File: config.mk
export PLATFORM = sky130hd
export DESIGN_NAME = mul_div_unit
export DESIGN_NICKNAME = d
export VERILOG_FILES = /design/src/rtl/mul_div_unit.sv
export SDC_FILE = /design/constraint.sdc
export NUM_CORES = 1
export LEC_CHECK = 0
export CAP_MARGIN = 20
export CORE_UTILIZATION = 50
export CTS_BUF_LIST = sky130_fd_sc_hd__clkbuf_4 sky130_fd_sc_hd__clkbuf_8 sky130_fd_sc_hd__clkbuf_16
export CTS_CLUSTER_SIZE = 8
export DETAILED_ROUTE_END_ITERATION = 8
export PLACE_DENSITY = 0.72
export SLEW_MARGIN = 20
export SYNTH_ARGS = -nofsm -noshare
export SYNTH_HDL_FRONTEND = slang
export SYNTH_SLANG_ARGS = --single-unit
export TNS_END_PERCENT = 50
File: constraint.sdc
create_clock -name clock -period 6.8 [get_ports clock]
set_clock_uncertainty 0.05 [all_clocks]
set_input_delay 0.68 -clock clock [delete_from_list [all_inputs] [get_ports clock]]
set_output_delay 0.68 -clock clock [all_outputs]
set_load 0.05 [all_outputs]
File: src/rtl/mul_div_unit.sv
// mul_div_unit: iterative signed Booth multiplier and non-restoring divider sharing one datapath
module mul_div_unit (
  input  logic        clock,
  input  logic        clear,
  input  logic        start,
  input  logic        op,
  input  logic [31:0] A,
  input  logic [31:0] B,
  output logic        busy,
  output logic        done,
  output logic        div_by_zero,
  output logic [31:0] Zhigh,
  output logic [31:0] Zlow
);
  localparam logic [1:0] IDLE = 2'd0;
  localparam logic [1:0] RUN  = 2'd1;
  localparam logic [1:0] DONE = 2'd2;
  logic [1:0]  state;
  logic [4:0]  cnt;
  logic        go, opr, sa, sb, qm1, accept;
  logic [32:0] acc, msx, bsum, mul_acc, sh, div_r;
  logic [31:0] q, m, mul_q, div_q, rem, quo, rmd;
  assign busy   = state == RUN;
  assign done   = state == DONE;
  assign accept = start & ~go & (state != RUN);
  always_comb begin
    msx     = {m[31], m};
    bsum    = (q[0] & ~qm1) ? acc - msx : (~q[0] & qm1) ? acc + msx : acc;
    mul_acc = {bsum[32], bsum[32:1]};
    mul_q   = {bsum[0], q[31:1]};
    sh      = {acc[31:0], q[31]};
    div_r   = acc[32] ? sh + {1'b0, m} : sh - {1'b0, m};
    div_q   = {q[30:0], ~div_r[32]};
    rem     = div_r[32] ? div_r[31:0] + m : div_r[31:0];
    quo     = (sa ^ sb) ? -div_q : div_q;
    rmd     = sa ? -rem : rem;
  end
  // go marks the operand-load cycle between acceptance and RUN/DONE
  always_ff @(posedge clock) begin
    if (!clear) begin
      state       <= IDLE;
      cnt         <= '0;
      go          <= 1'b0;
      opr         <= 1'b0;
      sa          <= 1'b0;
      sb          <= 1'b0;
      qm1         <= 1'b0;
      acc         <= '0;
      q           <= '0;
      m           <= '0;
      div_by_zero <= 1'b0;
      Zhigh       <= '0;
      Zlow        <= '0;
    end else begin
      go <= accept;
      if (accept) begin
        state       <= IDLE;
        opr         <= op;
        sa          <= A[31];
        sb          <= B[31];
        acc         <= '0;
        qm1         <= 1'b0;
        cnt         <= '0;
        q           <= (op & A[31]) ? -A : A;
        m           <= (op & B[31]) ? -B : B;
        div_by_zero <= 1'b0;
      end else if (go) begin
        if (opr && m == '0) begin
          state       <= DONE;
          div_by_zero <= 1'b1;
          Zhigh       <= sa ? -q : q;
          Zlow        <= '1;
        end else begin
          state <= RUN;
        end
      end else if (state == RUN) begin
        cnt <= cnt + 5'd1;
        acc <= opr ? div_r : mul_acc;
        q   <= opr ? div_q : mul_q;
        qm1 <= q[0];
        if (cnt == 5'd31) begin
          state <= DONE;
          Zhigh <= opr ? rmd : mul_acc[31:0];
          Zlow  <= opr ? quo : mul_q;
        end
      end else if (state == DONE) begin
        state <= IDLE;
      end
    end
  end
endmodule

==> results.md <==
* Sequential fraction of the synthesis area at 17.6%
* Post-detailed-placement cell area at 0.0223 mm^2
* Crit path arrival time at 7060 ps
* Worst Path Class, Setup: reg2reg
* Clock insertion delay at the later pin of the skew report at between 400 and 500 ps
* Worst-case vdd ir drop at 0.195 mV
* CTS Sinks at 174
* CP bufs+invs at 4
* Fraction of layout instances using a drive strength above 1 at approximately an eighth
* Post-Place Setup Slack at -106 ps
* Unrepaired setup endpoints after global routing: yes
* Wire length per cell at 24.7 um
* Clock share of power at between 10% and 20%
* Detailed router's first-iteration violation count at 2487
* Port bufs at 134
* Clock transition time at the flip-flop clock pins of the worst setup and hold paths at 90 ps
* Clock H-tree levels at 4
* DRC violations left at 0
* Total wire length after detailed routing at 85300 um
* Number of placed instances, taps included at around 3400
* Syn Nets at 3006
* Area contributors post-synth: dfxtp_1 18%, ha_1 9.2%, a21oi_1 8.6%
* Logic depth of the worst setup path including buffers at 28
* CTS tree: built
* Synthesis Warnings at 0
* Vias in the first global route at 21300
* Fin. max-slew vios at 0
* Status: complete, no violations
* Wire length of the first global-routing pass at 128000 um
* Slowest stage delay, CP at 550 ps
* Relative contribution of sequential cells to total power at 21.5%
* Yosys top cell by area: dfxtp_1
* Depth of the worst register-to-register path at 28
* Die width at 201 um
* Placeable Area at 0.0389 mm^2
* Number of register bits inferred by synthesis at 174
* Area of the die at a little over 0.04 mm^2
* Worst-path cell with the longest stage delay: or4b_4
* Most common library cell in the layout ignoring fill and taps: a21oi_1
* Maximum achievable frequency at 148 MHz
* CTS Hold Bufs at 0
* Routability cong. at 1.02
* Vias after detailed routing at 22800
* Critical Path Sink Type: flop
* Number of instances in the synthesized netlist at 2788
* Number of nets with antenna violations after detailed routing at 0
* Number of cells traversed by the worst hold path at 2
* Clk buf depth at 2
* Worst-path maximum fanout at 5
* # diodes at 0
* Internal power at 2.80 mW
* Final Setup Violations at 0
* Synth cell types at 92
* Combinational fraction of design power at 58.6%
* Initial core utilization at 50.9%
* Final number of hold-violating endpoints at 0
* Leakage at 9.33 nW
* Cell area after layout at around 0.023 mm^2
* P_sw at about 2.6 mW
* Synth-to-layout area growth at 18.5%
* Top flip-flop cell by instance count after synthesis: dfxtp_1
* Switching fraction of total power at 47.8%
* Worst slew pin tran at 1140 ps
* Top Family by Delay on Critical Path: simple AND/OR/NAND/NOR gates
* Clk root buf: clkbuf_16
* Avg Synthesized Cell Area at 7.11 um^2
* Power per unit of standard cell area at 228 mW/mm^2
* Kind of start point of the critical path: flop
* Sum of negative setup slack at 0 ps
* Fillers at 3699
* Number of enable-type register cells in the synthesized netlist at 0
* Type of the tightest min-delay check: reg2reg
* Number of nets in the final layout at between 3000 and 4000
* Final core utilization at 60.3%
* Global-route congestion overflow total at 0
* Most used cells in the layout excluding fill and tap cells: 328 x a21oi_1, 317 x nor2_1, 193 x nand2_1
* Min Hold Slack at 432 ps
* PnR Total Power at 5.36 mW
* Required @ worst endpoint at about 7000 ps
* First-pass iteration count of the detailed router at 6
* Detail Placement HPWL at 65600 um
* Part of the cycle the worst path needs at 99.3%
* Number of top-level pins at 135
* Final worst-path setup slack at between 40 and 50 ps
* Total global routing track utilization at 41.0%
* Die height at a little over 200 um
* Yosys top cell area share at 17.6%
* Largest net degree at the start of global routing at 75
* Antenna violations before repair at 1
* Fin cells at between 3000 and 4000
* Post-synth ARST share at 0%
* Max-capacitance violation count at 0
* Final min period at roughly 6800 ps
* Clock buffers created by TritonCTS at 17
* Relative slew margins at 23.5%
* Synthesized cell area at 0.0198 mm^2
* Standard-cell row count at 72
* Ratio of routed vias to standard cells at 6.60
[final timing paths]
check / endpoint / slack [ps] / start
worst max-delay path: Zhigh[30] / 50 / m[0]
worst min-delay path: cnt[4] / 430 / cnt[4]
worst max register to register: Zhigh[30] / 50 / m[0]
worst min register to register: cnt[4] / 430 / cnt[4]
[area by class of cell]
| type | instances | area, um^2 | area share [%] |
|---|---|---|---|
| clock inverter | 15 | 185 | 0.789 |
| sequential | 174 | 3500 | 14.9 |
| timing repair buffer | 305 | 2630 | 11.2 |
| multi-input combinational | 2321 | 15700 | 66.9 |
| clock buffer | 17 | 425 | 1.81 |
| tap | 518 | 648 | 2.76 |
| inverter | 101 | 387 | 1.65 |
[tightest hold or removal path, stage by stage, from the launching register on]
cell and delay, ps:
dfxtp_1 330, nand2_1 50, a21oi_1 60
[layer usage]
metal  routed length, um  vias to the layer above  part of all wire (%)  track usage [%]
met5                  10                        -                 0.012                0
met4                4970                        2                   5.8             21.2
met3                8940                      260                    10             8.05
met2               36700                     1270                    43             63.4
met1               34700                    10800                    41             53.8
li1                    -                    10400                     -                -
[cell usage after synthesis, types with 21 or more instances]
cell	instances
nand2_1	202
a211oi_1	64
a31oi_1	28
nand4_1	24
a221oi_1	23
dfxtp_1	174
inv_1	98
ha_1	146
xor2_1	102
nor2_1	322
o21ai_0	202
a21oi_1	342
and3_1	24
and2_1	21
nor2b_1	25
or3_1	29
nand3_1	39
nor3_1	69
clkbuf_1	164
a21o_1	32
xnor2_1	170
nand2b_1	26
nor4_1	24
o211ai_1	33
mux2i_1	33
o31ai_1	31
[sequential cells by signal (all words and copies together), names as in the netlist]
register	flops
div_by_zero	1
Zhigh	32
q	32
sa	1
qm1	1
sb	1
opr	1
cnt	5
m	32
Zlow	32
acc	33
go	1
state	2
[kinds of logic after synthesis]
family | Yosys count | share of synthesized area, %
AO/OA/AOI/OAI | 974 | 31.3
adder cells (fa/ha/maj) | 150 | 9.62
buffers and inverters | 293 | 5.67
flip-flops | 174 | 17.6
XOR/XNOR | 274 | 12.2
multiplexers | 52 | 2.75
AND/OR/NAND/NOR | 871 | 20.9
[repair_timing]
action | in CTS | in global routing
resized for setup | 2 | 105
setup buffers | 0 | 16
pin swaps | 1 | 38
endpoints found under the hold margin | 0 | 0
setup endpoints to repair | 2 | 12
[power groups by stage]
stage / Clock [mW] / Combinational [mW] / Sequential [mW]
2_1_floorplan: 0 / 1.99 / 1.12
3_3_place_gp: 0 / 2.83 / 1.17
3_5_place_dp: 0 / 2.85 / 1.17
4_1_cts: 1.06 / 2.88 / 1.15
5_1_grt: 1.11 / 3.37 / 1.16
6_report: 1.07 / 3.14 / 1.16
(Power assumes the default switching activity.)
